### config.mk
export PLATFORM = sky130hd
export DESIGN_NAME = data_port_arbiter
export DESIGN_NICKNAME = d
export VERILOG_FILES = /design/src/rtl/mem_pkg.sv /design/src/rtl/rr_pick2.sv /design/src/rtl/data_port_arbiter.sv
export SDC_FILE = /design/constraint.sdc
export NUM_CORES = 1
export LEC_CHECK = 0
export CORE_UTILIZATION = 31
export CTS_CLUSTER_DIAMETER = 120
export DETAILED_ROUTE_END_ITERATION = 10
export PLACE_DENSITY = 0.73
export REMOVE_ABC_BUFFERS = 1
export SLEW_MARGIN = 10
export SYNTH_ARGS = -nofsm -noshare
export SYNTH_HDL_FRONTEND = slang
export SYNTH_HIERARCHICAL = 1
export SYNTH_SLANG_ARGS = --single-unit
### constraint.sdc
create_clock -name CLK_50MHZ -period 1.6 [get_ports CLK_50MHZ]
set_clock_uncertainty 0.15 [all_clocks]
set_input_delay 0.24 -clock CLK_50MHZ [delete_from_list [all_inputs] [get_ports CLK_50MHZ]]
set_output_delay 0.24 -clock CLK_50MHZ [all_outputs]
set_load 0.05 [all_outputs]
### src/rtl/mem_pkg.sv
// Shared memory-map constants and arbiter state encoding for the BlockRam data port.
package mem_pkg;

   localparam int unsigned MEM_WORDS  = 12288;
   localparam int unsigned RAM_ADDR_W = 14;

   typedef enum logic [1:0] {
      IDLE = 2'd0,
      G0   = 2'd1,
      G1   = 2'd2
   } arb_state_e;

   function automatic logic [1:0] onehot2(input logic idx);
      return idx ? 2'b10 : 2'b01;
   endfunction

endpackage

### src/rtl/rr_pick2.sv
// Combinational 2-way round-robin picker: on a tie the requester not granted last wins.
module rr_pick2 (
   input  logic [1:0] eligible,
   input  logic       last,
   output logic       grant_valid_c,
   output logic       grant_idx_c
);

   always_comb begin
      grant_valid_c = |eligible;
      grant_idx_c   = 1'b0;
      case (eligible)
         2'b01:   grant_idx_c = 1'b0;
         2'b10:   grant_idx_c = 1'b1;
         2'b11:   grant_idx_c = ~last;
         default: grant_idx_c = 1'b0;
      endcase
   end

endmodule

### src/rtl/data_port_arbiter.sv
// Registered round-robin arbiter sharing BlockRam port B between the CPU data side
// (requester 0) and a peripheral/DMA engine (requester 1).
module data_port_arbiter
   import mem_pkg::*;
#(
   parameter int unsigned ADDR_W = 16,
   parameter int unsigned DATA_W = 16
) (
   input  logic                  CLK_50MHZ,
   input  logic                  reset,
   input  logic [1:0]            req,
   input  logic [1:0]            we,
   input  logic [ADDR_W-1:0]     addr0,
   input  logic [ADDR_W-1:0]     addr1,
   input  logic [DATA_W-1:0]     wdata0,
   input  logic [DATA_W-1:0]     wdata1,
   output logic [1:0]            gnt,
   output logic [1:0]            rvalid,
   output logic [1:0]            err,
   output logic [DATA_W-1:0]     rdata,
   output logic                  ram_we,
   output logic [RAM_ADDR_W-1:0] ram_addr,
   output logic [DATA_W-1:0]     ram_wdata,
   input  logic [DATA_W-1:0]     ram_rdata
);

   arb_state_e              state_q, state_d;
   logic                    last_q, last_d;
   logic [1:0]              gnt_q, gnt_d;
   logic                    ram_we_q, ram_we_d;
   logic [RAM_ADDR_W-1:0]   ram_addr_q, ram_addr_d;
   logic [DATA_W-1:0]       ram_wdata_q, ram_wdata_d;
   logic                    rd_q, rd_d;
   logic                    oor_q, oor_d;
   logic [1:0]              rvalid_q, rvalid_d;
   logic [1:0]              err_q, err_d;
   logic                    rsel_q, rsel_d;

   logic [1:0]              eligible_c;
   logic                    pick_valid_c;
   logic                    pick_idx_c;
   logic [ADDR_W-1:0]       sel_addr_c;
   logic [DATA_W-1:0]       sel_wdata_c;
   logic                    sel_we_c;
   logic                    in_range_c;

   // The requester granted last cycle still shows its old request, so mask it.
   always_comb begin
      eligible_c[0] = req[0] && (state_q != G0);
      eligible_c[1] = req[1] && (state_q != G1);
   end

   rr_pick2 u_pick (
      .eligible      (eligible_c),
      .last          (last_q),
      .grant_valid_c (pick_valid_c),
      .grant_idx_c   (pick_idx_c)
   );

   always_comb begin
      sel_addr_c  = pick_idx_c ? addr1  : addr0;
      sel_wdata_c = pick_idx_c ? wdata1 : wdata0;
      sel_we_c    = we[pick_idx_c];
      in_range_c  = 32'(sel_addr_c) < MEM_WORDS;
   end

   always_comb begin
      state_d     = IDLE;
      last_d      = last_q;
      gnt_d       = 2'b00;
      ram_we_d    = 1'b0;
      ram_addr_d  = ram_addr_q;
      ram_wdata_d = ram_wdata_q;
      rd_d        = 1'b0;
      oor_d       = 1'b0;
      // Response stage: one cycle behind the grant, aligned with RAM read latency.
      rvalid_d    = rd_q  ? gnt_q : 2'b00;
      err_d       = oor_q ? gnt_q : 2'b00;
      rsel_d      = rd_q & ~oor_q;
      if (pick_valid_c) begin
         state_d     = pick_idx_c ? G1 : G0;
         last_d      = pick_idx_c;
         gnt_d       = onehot2(pick_idx_c);
         ram_we_d    = sel_we_c & in_range_c;
         ram_addr_d  = sel_addr_c[RAM_ADDR_W-1:0];
         ram_wdata_d = sel_wdata_c;
         rd_d        = ~sel_we_c;
         oor_d       = ~in_range_c;
      end
   end

   always_ff @(posedge CLK_50MHZ or negedge reset) begin
      if (!reset) begin
         state_q     <= IDLE;
         last_q      <= 1'b1;
         gnt_q       <= 2'b00;
         ram_we_q    <= 1'b0;
         ram_addr_q  <= '0;
         ram_wdata_q <= '0;
         rd_q        <= 1'b0;
         oor_q       <= 1'b0;
         rvalid_q    <= 2'b00;
         err_q       <= 2'b00;
         rsel_q      <= 1'b0;
      end else begin
         state_q     <= state_d;
         last_q      <= last_d;
         gnt_q       <= gnt_d;
         ram_we_q    <= ram_we_d;
         ram_addr_q  <= ram_addr_d;
         ram_wdata_q <= ram_wdata_d;
         rd_q        <= rd_d;
         oor_q       <= oor_d;
         rvalid_q    <= rvalid_d;
         err_q       <= err_d;
         rsel_q      <= rsel_d;
      end
   end

   assign gnt       = gnt_q;
   assign rvalid    = rvalid_q;
   assign err       = err_q;
   assign ram_we    = ram_we_q;
   assign ram_addr  = ram_addr_q;
   assign ram_wdata = ram_wdata_q;
   assign rdata     = rsel_q ? ram_rdata : '0;

endmodule

==> flow_metrics.tcl, run 1 <==
set metrics [dict create \
    p_seq_share_pct 29.2 \
    synth_top_cells_by_area "dfrtp_1 (51%), mux2i_1 (16%), a21oi_1 (7.6%)" \
    synth_cells 182 \
    ios 139 \
    routed-wl-met2_um 3010 \
    min_period_ps 1700 \
    place_ws_ps -485 \
    die_h_um 81.6 \
    leakage_uw 0.00183 \
    r2r_slack_ps -100 \
    peakVddDrop_mv 0.709 \
    setup_viol 33 \
    worstMarginPinSlew_ps 449 \
    layout_setup_ws_ps -99.0 \
    numCtsBuffers 5 \
    synthTopCellsByCount "dfrtp_1 (40), mux2i_1 (31), a21oi_1 (30), nor2_1 (30), and2_1 (21)" \
    p_int_uw 3210 \
    drt-pass1-iter-count 4 \
    period_share_pct 106 \
    hpwl_um 4320 \
    start_kind "flop" \
    crit_path_end_kind "flop" \
    critPathTopFamily "simple AND/OR/NAND/NOR gates" \
    synth_xor_area_share_pct 0 \
    synth-simple-area-share_pct 14.3 \
    ant_nets 0 \
    dr.max_layer_used "met4" \
    r2r-end "ram_wdata[8]$_DFFE_PN0P_" \
    synth_edf_count 0 \
    power_density_mw_per_mm2 1220 \
    grtUsageTotal_pct 16.8 \
    grt-ovfl-total 0 \
    crit_chain "o21a_1 -> buf_4 -> or2_4 -> buf_12 -> nor2_1 -> a21oi_2" \
    grt_pass1_vias 1763 \
    drt-total-wl_um 5650 \
    ys.flop_type "dfrtp_1" \
    area_delta_synth_final_pct 115 \
    grt_pass1_wl_um 8360 \
    dieArea_sq_mm 0.00666 \
    ys_async_sr_fraction_pct 100 \
    vias 1881 \
    routed_via_density 4.61 \
    gp_congestion 0.725 \
    drv_cap 0 \
    switchingPower_uw 1960 \
    h-tree-depth 2 \
    grt_start_max_net_pins 35 \
    status "finished, violations left" \
    synth.most_common_cell "dfrtp_1" \
    rows 28 \
    cpPeakStageDelay_ps 420 \
    relSlewSlack_pct 70.1 \
    combPwrFrac_pct 54.2 \
    io_buffers 138 \
    path_class "reg2reg" \
    critical_path_arrival_ps 1720 \
    synthAdderAreaFrac_pct 0 \
    clock_sinks 41 \
    slew_viol_final 0 \
    crit_required_ps 1620 \
    yosysWarnings 6 \
    num_antenna_cells 0 \
    finalHoldViolCount 0 \
    wire_per_inst_um 13.8 \
    yosysTopAreaCell "dfrtp_1" \
    die_w_um 81.6 \
    insertion_delay_ps 280 \
    reg2reg_from "gnt[0]$_DFF_PN0_" \
    whs_ps 275 \
    r2r_cells 6 \
    synth_compound_area_share_pct 10.6 \
    syn-mean-instance-area_sq_um 10.8 \
    dp_cells 392 \
    min_path_type "in2async" \
    synth-seq-cells 41 \
    rsz0062_at_grt "yes" \
    synth_area_sq_mm 0.00196 \
    final_cell_count_no_fill 408 \
    path_max_fanout 34 \
    n_fill_cell 474 \
    nNetsFinal 418 \
    drive_gt1_share_pct 27.6 \
    p_clk_share_pct 16.6 \
    fmax_ghz 0.589 \
    coreArea_sq_mm 0.00603 \
    clockRootBuffer "clkbuf_8" \
    clock_tree.buffer_depth 2 \
    clk_pin_slew_worst_paths_ps 80 \
    slowest_stage "dfrtp_1" \
    initial_utilization_pct 32.6 \
    drtIter0Drc 70 \
    drc_errors 0 \
    synth_mux_area_share_pct 15.8 \
    violations "negative setup slack" \
    synth-seq-area-share_pct 52.3 \
    power_uw 5170 \
    synth_top_family_by_area "multiplexers" \
    cts_tree "built" \
    crit_buf_inv 2 \
    swShare_pct 38.0 \
    yosysTopAreaCellShare_pct 51.0 \
    yosys.cell_types.count 24 \
    wl_met3_um 699 \
    drt-met1-wl_um 1850 \
    grt_antenna_before_repair 0 \
]
-- worst max path at each step --
| stage | depth (start not counted) | slack [ps] | to | start |
|---|---|---|---|---|
| after floorplan | 5 | -2510 | ram_we$_DFF_PN0_ | gnt[0]$_DFF_PN0_ |
| after global placement | 6 | -360 | ram_addr[11]$_DFFE_PN0P_ | req[0] |
| after detailed placement | 6 | -480 | ram_wdata[8]$_DFFE_PN0P_ | req[0] |
| after CTS | 7 | -100 | ram_addr[11]$_DFFE_PN0P_ | gnt[1]$_DFF_PN0_ |
| after global routing | 7 | -180 | ram_addr[13]$_DFFE_PN0P_ | gnt[1]$_DFF_PN0_ |
| final | 6 | -100 | ram_wdata[8]$_DFFE_PN0P_ | gnt[0]$_DFF_PN0_ |
-- logic make-up (layout without fill, tap and decap cells) --
group,count (synthesis),count (layout)
AOI/OAI and AO/OA,38,38
buffers and inverters,16,167
DFF,41,41
muxes,31,31
and+or+nand+nor,56,56
-- cells in the final DEF, fill, tap and decap left out, types with 2 or more instances in the layout --
master           instances
a211oi_1                 2
a21oi_1                 29
and2_1                  21
buf_12                  56
buf_4                    8
buf_6                    3
clkbuf_8                 6
clkdlybuf4s50_1         84
dfrtp_1                 39
inv_1                    2
inv_2                    2
mux2i_1                 27
mux2i_2                  3
nor2_1                  28
nor2_2                   2
-- sequential cells by signal (all words and copies together) (netlist names), 2 cells and up --
signal,count
gnt,2
rvalid,2
ram_wdata,16
ram_addr,14
err,2
-- cell type report --
cell class	instances	area [sq um]	share of cell area [%]
Tap cell	75	93.8	2.22
Multi-Input combinational cell	125	851	20.1
Clock buffer	7	86.3	2.04
Sequential cell	41	1030	24.3
Timing Repair Buffer	155	2120	50.2
Inverter	4	15.0	0.355
Clock inverter	1	30.0	0.710
-- stage by stage --
| stage | utilization [%] | area [sq um] | TNS [ps] |
|---|---|---|---|
| 6_report | 70.2 | 4230 | -2090 |
| 3_3_place_gp | 66.1 | 3990 | -11950 |
| 5_1_grt | 70.2 | 4230 | -4670 |
| 3_5_place_dp | 66.1 | 3990 | -14440 |
| 4_1_cts | 69.4 | 4180 | -2020 |
| 2_1_floorplan | - | 1840 | -80560 |
-- power by group through the flow --
stage	Combinational [uW]	Clock [uW]	Sequential [uW]
2_1_floorplan	559	0	2110
3_3_place_gp	2690	0	1510
3_5_place_dp	2720	0	1530
4_1_cts	2790	874	1510
5_1_grt	2930	923	1540
6_report	2800	860	1510
-- routing by layer --
layer	vias up	global-route usage, %
met5	-	0
met4	0	5.61
met3	8	7.56
met2	89	29.9
met1	863	17.4
li1	921	-
-- timing repair --
action / CTS / global route
hold buffers: 1 / 0
gates resized for setup: 7 / 12
pin swaps: 0 / 9
hold endpoints to repair: 16 / 0
buffers inserted: 4 / 3
cloned: 1 / 1
setup endpoints to repair: 43 / 35
(Power assumes the default switching activity.)
==> run 2, diff against run 1 <==
--- a/config.mk
+++ b/config.mk
@@ -8,6 +8,7 @@
 export CORE_UTILIZATION = 31
 export CTS_CLUSTER_DIAMETER = 120
 export DETAILED_ROUTE_END_ITERATION = 10
+export HOLD_SLACK_MARGIN = 0.12
 export PLACE_DENSITY = 0.73
 export REMOVE_ABC_BUFFERS = 1
 export SLEW_MARGIN = 10
==> results of run 2 <==
Final layout, timing and power as in run 1 (identical DEF).
